===== config.mk =====
export PLATFORM = sky130hd
export DESIGN_NAME = regfile_port_master
export DESIGN_NICKNAME = d
export VERILOG_FILES = /design/src/rtl/regfile_port_master.sv
export SDC_FILE = /design/constraint.sdc
export NUM_CORES = 1
export LEC_CHECK = 0
export BUFFER_PORTS_ARGS = -buffer_cell sky130_fd_sc_hd__buf_2
export CAP_MARGIN = 0
export CORE_AREA = 5 5 67 69
export DETAILED_ROUTE_END_ITERATION = 6
export DIE_AREA = 0 0 72 74
export PLACE_DENSITY = 0.74
export REMOVE_ABC_BUFFERS = 1
export SLEW_MARGIN = 20
export SYNTH_ARGS = -nofsm -noshare
export SYNTH_HDL_FRONTEND = slang
export SYNTH_SLANG_ARGS = --single-unit

===== constraint.sdc =====
create_clock -name clk -period 3.2 [get_ports clk]
set_clock_uncertainty 0.1 [all_clocks]
set_input_delay 0.16 -clock clk [delete_from_list [all_inputs] [get_ports clk]]
set_output_delay 0.16 -clock clk [all_outputs]
set_load 0.02 [all_outputs]

===== src/rtl/regfile_port_master.sv =====
// Command-driven initiator for the register file write port and read port 1.
// Handles single WRITE/READ and whole-file FILL/DUMP, returning read data on a valid/ready stream.
module regfile_port_master #(
    parameter int DATA_W = 8,
    parameter int ADDR_W = 4,
    parameter int NREGS  = 16
) (
    input  logic              clk,
    input  logic              rst,
    input  logic              cmd_valid,
    output logic              cmd_ready,
    input  logic [1:0]        cmd_op,
    input  logic [ADDR_W-1:0] cmd_addr,
    input  logic [DATA_W-1:0] cmd_data,
    output logic [ADDR_W-1:0] wa3,
    output logic [DATA_W-1:0] wd3,
    output logic              we3,
    output logic [ADDR_W-1:0] ra1,
    input  logic [DATA_W-1:0] rd1,
    output logic              rsp_valid,
    input  logic              rsp_ready,
    output logic [DATA_W-1:0] rsp_data,
    output logic [ADDR_W-1:0] rsp_addr,
    output logic              rsp_last,
    output logic              busy
);

    typedef enum logic [2:0] {
        S_IDLE,
        S_WRITE,
        S_FILL,
        S_RD,
        S_RESP
    } state_t;

    localparam logic [1:0] OP_WRITE = 2'b00;
    localparam logic [1:0] OP_READ  = 2'b01;
    localparam logic [1:0] OP_FILL  = 2'b10;
    localparam logic [1:0] OP_DUMP  = 2'b11;

    localparam logic [ADDR_W-1:0] LAST_ADDR = ADDR_W'(NREGS - 1);
    localparam logic [ADDR_W-1:0] ONE       = ADDR_W'(1);

    state_t              state_q, state_d;
    logic [ADDR_W-1:0]   cnt_q, cnt_d;
    logic                dump_q, dump_d;
    logic [ADDR_W-1:0]   wa3_q, wa3_d;
    logic [DATA_W-1:0]   wd3_q, wd3_d;
    logic                we3_q, we3_d;
    logic [ADDR_W-1:0]   ra1_q, ra1_d;
    logic                rsp_valid_q, rsp_valid_d;
    logic [DATA_W-1:0]   rsp_data_q, rsp_data_d;
    logic [ADDR_W-1:0]   rsp_addr_q, rsp_addr_d;
    logic                rsp_last_q, rsp_last_d;

    always_comb begin
        state_d     = state_q;
        cnt_d       = cnt_q;
        dump_d      = dump_q;
        wa3_d       = wa3_q;
        wd3_d       = wd3_q;
        we3_d       = 1'b0;
        ra1_d       = ra1_q;
        rsp_valid_d = rsp_valid_q;
        rsp_data_d  = rsp_data_q;
        rsp_addr_d  = rsp_addr_q;
        rsp_last_d  = rsp_last_q;

        unique case (state_q)
            S_IDLE: begin
                if (cmd_valid) begin
                    wa3_d  = cmd_addr;
                    wd3_d  = cmd_data;
                    ra1_d  = cmd_addr;
                    dump_d = 1'b0;
                    unique case (cmd_op)
                        OP_WRITE: begin
                            we3_d   = 1'b1;
                            state_d = S_WRITE;
                        end
                        OP_FILL: begin
                            we3_d   = 1'b1;
                            cnt_d   = '0;
                            wa3_d   = '0;
                            state_d = S_FILL;
                        end
                        OP_READ: begin
                            state_d = S_RD;
                        end
                        OP_DUMP: begin
                            dump_d  = 1'b1;
                            cnt_d   = '0;
                            ra1_d   = '0;
                            state_d = S_RD;
                        end
                        default: state_d = S_IDLE;
                    endcase
                end
            end

            S_WRITE: begin
                state_d = S_IDLE;
            end

            // Stop after the top address instead of letting the counter wrap to 0.
            S_FILL: begin
                if (cnt_q == LAST_ADDR) begin
                    state_d = S_IDLE;
                end else begin
                    we3_d = 1'b1;
                    cnt_d = cnt_q + ONE;
                    wa3_d = cnt_q + ONE;
                end
            end

            S_RD: begin
                rsp_valid_d = 1'b1;
                rsp_data_d  = rd1;
                rsp_addr_d  = ra1_q;
                rsp_last_d  = !dump_q || (ra1_q == LAST_ADDR);
                state_d     = S_RESP;
            end

            // Response and ra1 stay frozen until the consumer takes the beat.
            S_RESP: begin
                if (rsp_ready) begin
                    rsp_valid_d = 1'b0;
                    if (rsp_last_q) begin
                        state_d = S_IDLE;
                    end else begin
                        cnt_d   = cnt_q + ONE;
                        ra1_d   = ra1_q + ONE;
                        state_d = S_RD;
                    end
                end
            end

            default: state_d = S_IDLE;
        endcase
    end

    always_ff @(posedge clk or posedge rst) begin
        if (rst) begin
            state_q     <= S_IDLE;
            cnt_q       <= '0;
            dump_q      <= 1'b0;
            wa3_q       <= '0;
            wd3_q       <= '0;
            we3_q       <= 1'b0;
            ra1_q       <= '0;
            rsp_valid_q <= 1'b0;
            rsp_data_q  <= '0;
            rsp_addr_q  <= '0;
            rsp_last_q  <= 1'b0;
        end else begin
            state_q     <= state_d;
            cnt_q       <= cnt_d;
            dump_q      <= dump_d;
            wa3_q       <= wa3_d;
            wd3_q       <= wd3_d;
            we3_q       <= we3_d;
            ra1_q       <= ra1_d;
            rsp_valid_q <= rsp_valid_d;
            rsp_data_q  <= rsp_data_d;
            rsp_addr_q  <= rsp_addr_d;
            rsp_last_q  <= rsp_last_d;
        end
    end

    assign cmd_ready = (state_q == S_IDLE);
    assign busy      = (state_q != S_IDLE);
    assign wa3       = wa3_q;
    assign wd3       = wd3_q;
    assign we3       = we3_q;
    assign ra1       = ra1_q;
    assign rsp_valid = rsp_valid_q;
    assign rsp_data  = rsp_data_q;
    assign rsp_addr  = rsp_addr_q;
    assign rsp_last  = rsp_last_q;

endmodule


; ---- Word-level counts from Yosys, hierarchy flattened
; Index checks and enable logic that the tools add are counted.
[totals]
reg_bits = 39
inputBits = 26
output_inout_bits = 33
wordCells = 72
[op_classes]
addsub = 2
eq_ne = 14
muxes = 27
reduce_logical = 18
[op_table]
columns = cell, n
row1 = $mux 4, 11
row2 = $pmux 4 s2, 2
row3 = $ne 2x2->1 const B, 6
row4 = $pmux 3 s4, 1
row5 = $pmux 4 s3, 1
row6 = $mux 3, 3
row7 = $pmux 3 s3, 1
row8 = $add 4x1->4 const B, 2
row9 = $eq 4x4->1 const B, 2
row10 = $eq 3x2->1 const B, 2
row11 = $reduce_and 3->1, 2
row12 = $reduce_and 6->1, 1
row13 = $reduce_bool 2->1, 3
row14 = $reduce_bool 3->1, 2
row15 = $reduce_or 2->1, 3
row16 = $mux 1, 5
row17 = $eq 2x2->1 const B, 2
row18 = $pmux 1 s2, 2
row19 = $reduce_and 2->1, 2
row20 = $reduce_and 4->1, 1
row21 = $eq 3x3->1 const B, 1
row22 = $logic_not 3->1, 1
row23 = $eq 2x1->1 const B, 1
row24 = $logic_not 2->1, 1
row25 = other kinds (3), 3

; ---- Longest topological paths before layout
; Gate-level depths: netlist (run 1).
[depth]
depth_word = 5
depth_mapped = 6
depth_no_buf = 4

; ---- Least setup slack after synthesis (run 1)
; OpenSTA, ideal clock, no wires.
[synth_path]
path_type = register to register
start = reg state_q[0]
end = reg wa3_q[0], in the netlist wa3[0]
setup_time_ps = 125
t_arrival_ps = 1567
required_time_ps = 2975
slack_ps = 1408
stages_incl_launch_ff = 7
n_path_buf = 2
synth_period_minus_slack_ps = 1792
path_cell_list = dfrtp_1 -> buf_2 -> or3b_1 -> buf_4 -> a31oi_4 -> nor2_2 -> mux2_4
[synth_between]
elab_chain_cells = 3
elab_cells_between_ends = 7
cone_classes = eq/ne (3) / mux (1) / reduce/logical (3)
[synth_lines]
columns = item, line_no
row1 = "start, declared", 44  ; state_t state_q, state_d;
row2 = "start signal, assigned", 156  ; state_q <= state_d;
row3 = $eq 3x2->1 / $logic_not 3->1 (equally long branches), 69  ; unique case (state_q)
row4 = $ne 2x2->1 (no line) / $reduce_bool 2->1 (equally long branches), --
row5 = $reduce_and 3->1 (no line), --
row6 = "end signal, assigned", 159  ; wa3_q <= wa3_d;
row7 = "end, declared", 47  ; logic [ADDR_W-1:0] wa3_q, wa3_d;
; Several ways; a longest one is shown, not always the timed one.
; A chain may end at the register's enable or synchronous reset.

; ---- Worst setup path after layout (run 1)
[layout_path]
start = reg state_q[2]
end = reg wa3_q[1], in the netlist wa3[1]
; The elaborated chain is that of the path after synthesis.

==> flow_summary_export.csv, run 1 <==
group,metric,value,unit
worst_setup_path,critPathKind,"register to register",
timing,tns,0,ps
worst_setup_path,critPathMaxFanout,10,
logic_synthesis,ys.flop_type,"dfrtp_1",
worst_setup_path,r2r-start,"state_q[2]",
grt,grt_pass1_wl,6690,um
flow_run,maxCapViolCount,0,
detailed_routing,first_pass_iters,4,
clock_network,clk_latency,290,ps
detailed_routing,drc,0,
placed_design,place.gp.congestion,0.773,
power,p_comb_share,47.2,%
timing,min_period,1980,ps
power,power_density,1030,nW/um2
worst_setup_path,slowest_stage,"or3b_1",
power,leakage,1.23,nW
logic_synthesis,avgSynthCellArea,10.8,um2
cells_and_area,fillers,333,
power,power_frac_seq,35.5,%
logic_synthesis,async_reset_ff_share,100,%
logic_synthesis,yosysSeqAreaShare,53.9,%
clock_network,cts.reportedPaths.clkPinSlew,70,ps
floorplanning,die_w,72,um
clock_network,cts_max_level,2,
clock_network,cts-resized-gates,0,
timing,slew_headroom,53.1,%
worst_setup_path,critPathMaxStageDelay,570,ps
min_path,worstHoldStart,"rd1[5]",
grt,grt_start_max_net_pins,40,
worst_setup_path,reg2reg_slack,1220,ps
worst_setup_path,worstPathRequired,3270,ps
cells_and_area,drive_gt1_share,37.5,%
logic_synthesis,synth_edf_count,0,
worst_setup_path,crit_path_start_kind,"register",
clock_network,cts_hold_buf,12,
clock_network,cts_tree,"done",
floorplanning,start_util,47.0,%
timing,holdWs,9.39,ps
timing,setup_viol,0,
timing,max_freq,504,MHz
clock_network,cts_buffer_depth,2,
power,swShare,40.8,%
power,total_power,2.46,mW
floorplanning,top_level_ports,59,
logic_synthesis,yosysUniqueCellTypes,32,
grt,antenna_found_initial,0,
floorplanning,dieArea,5330,um2
cells_and_area,antenna_cells,0,
power,switchingPower,1.00,mW
grt,grt_util_all_layers,16.0,%
timing,rsz0062_at_grt,"false",
min_path,min_path_type,"input port to register",
placed_design,io_buffers,58,
logic_synthesis,synth_warnings,0,
timing,finalCritPeriodShare,62.0,%
worst_setup_path,r2r_end,"wa3[1]",
power,irDropWorstVdd,0.393,mV
detailed_routing,wl,4180,um
detailed_routing,viasPerCell,5.05,
clock_network,root_buffer,"clkbuf_8",
worst_setup_path,crit_chain,"or3b_1, a31oi_4, nor2_2, mux2_4",
clock_network,cts_buffers,5,
grt,grt_overflow_total,0,
cells_and_area,syn2layout_area_growth,31.4,%
timing,tightest_slew,702,ps
logic_synthesis,syn_area,1810,um2
placed_design,dp.final_hpwl,2850,um
worst_setup_path,cp.arrival,2050,ps
detailed_routing,drtAntennaViolNets,0,
min_path,whs_path_depth,2,
worst_setup_path,r2r_cells,4,
clock_network,cts.sinks,39,
timing,hold_viol_final,0,
cells_and_area,fin_nets,267,
logic_synthesis,synthCells,167,
floorplanning,fp-row-count,23,
grt,grt_pass1_vias,1442,
cells_and_area,utilization,61.7,%
timing,maxSlewViolCount,0,
outcome,status,"complete, no violations",
detailed_routing,drt-wirelength-per-cell,14.4,um
floorplanning,core_area,3860,um2
detailed_routing,vias,1464,
clock_network,postCtsSetupRepairBufs,0,
min_path,worstHoldEndpoint,"rsp_data[5]",
logic_synthesis,ys_ff_latch,39,
floorplanning,die-height,74,um
power,p_int,1.46,mW
worst_setup_path,critPathCaptureType,"register",
detailed_routing,drt-initial-drc-count,93,
power,p_clk_share,17.3,%
worst max-delay path, delay by kind of cell (launching register included):
family	cells	cell delay, ps
AO/OA/AOI/OAI	1	270
flip-flops	1	490
multiplexers	1	320
AND/OR/NAND/NOR	2	690
power groups by stage:
stage | sequential [mW] | combinational [mW] | clock [mW]
3_5_place_dp | 0.879 | 1.15 | 0
2_1_floorplan | 1.09 | 0.584 | 0
4_1_cts | 0.874 | 1.17 | 0.435
6_report | 0.873 | 1.16 | 0.425
3_3_place_gp | 0.869 | 1.13 | 0
5_1_grt | 0.906 | 1.27 | 0.453
cell families (layout without fill, tap and decap cells):
| group | Yosys count | count (layout) | synth area share, % |
|---|---|---|---|
| compound gates | 28 | 28 | 9.68 |
| fa+ha+maj | 2 | 2 | 1.38 |
| flops | 39 | 39 | 53.9 |
| xor+xnor | 3 | 3 | 1.45 |
| simple gates | 63 | 63 | 16.2 |
| buf+inv | 11 | 84 | 2.97 |
| mux | 21 | 21 | 14.4 |
metrics by stage:
stage	setup slack, ps	instance area [um2]	std cells
detailed placement	1290	2130	269
global route	1140	2380	290
global placement	1340	2130	269
finish	1220	2380	290
CTS	1210	2370	289
floorplan	1420	1770	160
flip-flops by register name, indices dropped and copies added (netlist names):
name,flops
rsp_data,8
state_q,3
dump_q,1
wa3,4
rsp_last,1
we3,1
ra1,4
cnt_q,4
rsp_addr,4
rsp_valid,1
wd3,8
area by class of cell:
cell class | count | area (um2) | share of cell area, %
Clock inverter | 2 | 35.0 | 1.47
Inverter | 4 | 15.0 | 0.631
Clock buffer | 6 | 82.6 | 3.47
Tap cell | 50 | 62.6 | 2.63
Timing Repair Buffer | 72 | 428 | 18.0
Multi-Input combinational cell | 117 | 781 | 32.8
Sequential cell | 39 | 976 | 41.0
worst max-delay path by stage:
stage / start / end / cells past startpoint
floorplan: state_q[1] / wa3[0] / 4
CTS: state_q[2] / wa3[1] / 4
detailed placement: state_q[2] / wa3[3] / 4
global placement: state_q[2] / wa3[3] / 4
global route: state_q[2] / wa3[1] / 4
finish: state_q[2] / wa3[1] / 4
placed cells by master (no fill, tap or decap), types with 6 or more instances in the layout:
master         count
nand3_1            8
mux2_2            12
o21ai_0           14
dfrtp_1           39
clkbuf_8           6
mux2_4             7
nor2_1             7
buf_2             58
dlygate4sd3_1     13
nand2_1           32
a21oi_1            6
per-layer routing:
metal	GRT usage (%)	up-vias	routed length, um
met1	19.7	711	1790
met5	0	-	0
met4	4.59	0	36
met3	3.65	5	220
li1	-	713	-
met2	28.4	35	2130
cell usage after synthesis, types with 3 or more instances:
| library cell | n | area (um2) |
|---|---|---|
| dfrtp_1 | 39 | 976 |
| nand2_1 | 32 | 120 |
| o21ai_0 | 14 | 70.1 |
| mux2_2 | 12 | 135 |
| nand3_1 | 8 | 40.0 |
| mux2_4 | 7 | 105 |
| nor2_1 | 7 | 26.3 |
| a21oi_1 | 6 | 30.0 |
| buf_2 | 4 | 20.0 |
| inv_1 | 4 | 15.0 |
| nor3_1 | 3 | 15.0 |
| nor3b_1 | 3 | 22.5 |
Power figures use the tool's default switching activity.
==> run 2: changes to the inputs <==
--- a/config.mk
+++ b/config.mk
@@ -5,12 +5,13 @@
 export SDC_FILE = /design/constraint.sdc
 export NUM_CORES = 1
 export LEC_CHECK = 0
+export ABC_AREA = 1
 export BUFFER_PORTS_ARGS = -buffer_cell sky130_fd_sc_hd__buf_2
 export CAP_MARGIN = 0
-export CORE_AREA = 5 5 67 69
+export CORE_AREA = 5 5 71 73
 export DETAILED_ROUTE_END_ITERATION = 6
-export DIE_AREA = 0 0 72 74
-export PLACE_DENSITY = 0.74
+export DIE_AREA = 0 0 76 78
+export PLACE_DENSITY = 0.71
 export REMOVE_ABC_BUFFERS = 1
 export SLEW_MARGIN = 20
 export SYNTH_ARGS = -nofsm -noshare
==> constraint.sdc (replaced) <==
create_clock -name clk -period 1.7 [get_ports clk]
set_clock_uncertainty 0.1 [all_clocks]
set_input_delay 0.085 -clock clk [delete_from_list [all_inputs] [get_ports clk]]
set_output_delay 0.085 -clock clk [all_outputs]
set_load 0.02 [all_outputs]
==> run 2 against run 1 <==
Net effect: worst hold slack better by 12 ps; core utilization is 4.1 points lower; synthesized cell count is 36% higher; cell count is 23% higher; highest routed layer unchanged; power is 79% higher; global-route usage is 0.68 points higher; largest cell class unchanged; sequential power is 84% higher; setup slack worse by 1100 ps; critical path depth stayed put.
==> flow_summary_export.csv, run 2 <==
group,metric,value,unit
outcome,status,"complete, no violations",
detailed_routing,viasPerCell,4.80,
worst_setup_path,critPathMaxFanout,12,
detailed_routing,vias,1717,
logic_synthesis,yosysTopAreaCellShare,52.0,%
cells_and_area,drive_gt1_share,27.1,%
logic_synthesis,syn_area,1880,um2
grt,grt_util_all_layers,16.7,%
timing,hold_viol_final,0,
clock_network,clk_latency,280,ps
detailed_routing,drt-wirelength-per-cell,13.0,um
worst_setup_path,cp_num_buf_inv,2,
power,power_density,1780,nW/um2
logic_synthesis,yosysTopAreaCell,"dfrtp_1",
clock_network,cts_buffers,5,
worst_setup_path,crit_family,"buffers and inverters",
floorplanning,start_util,43.7,%
power,swShare,46.7,%
grt,grt_start_max_net_pins,29,
timing,rsz0062_at_grt,"false",
clock_network,cts_max_level,2,
detailed_routing,drt-initial-drc-count,116,
power,switchingPower,2.05,mW
logic_synthesis,synth.mux.area_fraction,0,%
placed_design,dp.final_hpwl,3210,um
logic_synthesis,yosysMostFrequentCell,"nand2_1",
min_path,min_path_type,"input port to register",
cells_and_area,fin_nets,335,
clock_network,cts.sinks,39,
placed_design,dp_slack,205,ps
power,p_clk_share,12.8,%
worst_setup_path,worstPathRequired,1510,ps
grt,grt_overflow_total,0,
floorplanning,core_area,4290,um2
floorplanning,dieArea,5930,um2
cells_and_area,stdcell_area,2470,um2
cells_and_area,mostFrequentLayoutCells,"83 x nand2_1, 58 x buf_2, 39 x dfrtp_1",
logic_synthesis,synth_warnings,0,
logic_synthesis,ys.flop_type,"dfrtp_1",
logic_synthesis,synth_xor_area_share,0.933,%
timing,max_freq,626,MHz
placed_design,placed_area,2220,um2
clock_network,cts_tree,"done",
detailed_routing,first_pass_iters,4,
timing,slew_headroom,65.5,%
logic_synthesis,yosysUniqueCellTypes,24,
flow_run,maxCapViolCount,0,
placed_design,place.gp.congestion,0.855,
worst_setup_path,critPathCaptureType,"primary output",
worst_setup_path,cp.arrival,1410,ps
worst_setup_path,critPathKind,"register to primary output",
logic_synthesis,yosysSeqAreaShare,52.0,%
detailed_routing,wl,4640,um
placed_design,io_buffers,58,
timing,tightest_slew,516,ps
logic_synthesis,synth_compound_area_share,5.67,%
logic_synthesis,synthCells,227,
clock_network,cts.reportedPaths.clkPinSlew,70,ps
logic_synthesis,synthTopCellsByCount,"83 x nand2_1, 39 x dfrtp_1, 33 x nand3_1",
cells_and_area,fillers,411,
cells_and_area,antenna_cells,0,
grt,antenna_found_initial,0,
floorplanning,top_level_ports,59,
power,leakage,1.36,nW
logic_synthesis,synth-simple-area-share,33.7,%
worst_setup_path,slowest_stage,"dfrtp_1",
floorplanning,die-height,78,um
floorplanning,die_w,76,um
timing,finalCritPeriodShare,93.9,%
grt,grt_pass1_wl,8020,um
timing,setup_viol,0,
floorplanning,fp-row-count,24,
power,power_frac_seq,36.6,%
timing,maxSlewViolCount,0,
grt,grt_pass1_vias,1731,
clock_network,postCtsSetupRepairBufs,0,
timing,min_period,1600,ps
worst_setup_path,crit_path_start_kind,"register",
logic_synthesis,ys_ff_latch,39,
cells_and_area,syn2layout_area_growth,31.7,%
power,p_comb_share,50.6,%
detailed_routing,drtAntennaViolNets,0,
logic_synthesis,avgSynthCellArea,8.27,um2
timing,fin_ws,103,ps
logic_synthesis,async_reset_ff_share,100,%
logic_synthesis,synth_top_family_by_area,"simple AND/OR/NAND/NOR gates",
worst_setup_path,critPathMaxStageDelay,410,ps
power,irDropWorstVdd,0.872,mV
timing,tns,0,ps
power,p_int,2.34,mW
logic_synthesis,synthAdderAreaFrac,1.33,%
logic_synthesis,yosys-top-cells-area,"dfrtp_1 52%, nand2_1 17%, nand3_1 8.8%",
clock_network,root_buffer,"clkbuf_8",
cells_and_area,layout_commonest_cell,"nand2_1",
worst_setup_path,crit_chain,"nor2_4, nand2_1, inv_2, buf_2",
clock_network,cts_buffer_depth,2,
logic_synthesis,synth_edf_count,0,
detailed_routing,drc,0,
-- run 2: changes by cell type after synthesis, sizes merged, moves of 3 or more --
cell / previous run / this run
nor3b: 3 / 0
nand3: 8 / 34
a21oi: 7 / 1
nand2: 32 / 89
inv: 4 / 19
o21ai: 15 / 19
mux2: 19 / 0
-- run 2: power groups by stage --
stage	registers, mW	logic [mW]	clock network [mW]
floorplan	2.02	1.10	0
global placement	1.62	2.18	0
detailed placement	1.62	2.21	0
CTS	1.61	2.25	0.577
global route	1.66	2.50	0.621
finish	1.61	2.23	0.562
-- run 2: timing repair --
item | in CTS | in global routing
endpoints found under the hold margin | 28 | 0
hold buffers | 18 | 0
resized for setup | 0 | 0
-- run 2: tightest hold or removal path, cell delays in order --
cell and delay, ps:
buf_2 70, inv_1 40, nand3_1 110, nand2_1 60
-- run 2: worst paths after layout --
kind	start	endpoint	slack (ps)	cells past startpoint
worst min-delay path	rsp_ready	state_q[2]	20	4
worst max register to register	state_q[0]	wa3[2]	190	7
max in group asynchronous	rst	cnt_q[3]	680	4
worst max-delay path	state_q[0]	cmd_ready	100	4
min in group asynchronous	rst	ra1[2]	290	3
worst min register to register	rsp_data[6]	rsp_data[6]	370	2
-- run 2: layer usage --
metal	GRT usage [%]	share of wire (%)	vias up
li1	-	-	880
met1	19.7	44	790
met2	28.7	49	40
met3	4.63	5.0	7
met4	6.58	2.1	0
met5	0	0	-
-- run 2: metrics by stage --
stage | hold slack (ps) | cells | total power, mW | util (%)
floorplan | 79.7 | 221 | 3.11 | -
global placement | 39.9 | 334 | 3.79 | 51.7
detailed placement | 49.9 | 334 | 3.83 | 51.7
CTS | 14.1 | 358 | 4.43 | 57.6
global route | 42.0 | 358 | 4.79 | 57.6
finish | 21.7 | 358 | 4.40 | 57.6
-- run 2: area by class of cell --
class / count / area [um2] / share of cell area (%)
multi-input combinational: 163 / 782 / 31.6
inverter: 19 / 71.3 / 2.88
sequential: 39 / 976 / 39.5
tap: 52 / 65.1 / 2.63
clock buffer: 6 / 72.6 / 2.94
timing repair buffer: 79 / 505 / 20.4
-- run 2: cells by family (layout without fill, tap and decap cells) --
group                    count (synthesis)  in the layout
buffers and inverters                   25            104
AND/OR/NAND/NOR                        138            138
AO/OA/AOI/OAI                           21             21
flip-flops                              39             39
XOR/XNOR                                 2              2
adder cells (fa/ha/maj)                  2              2
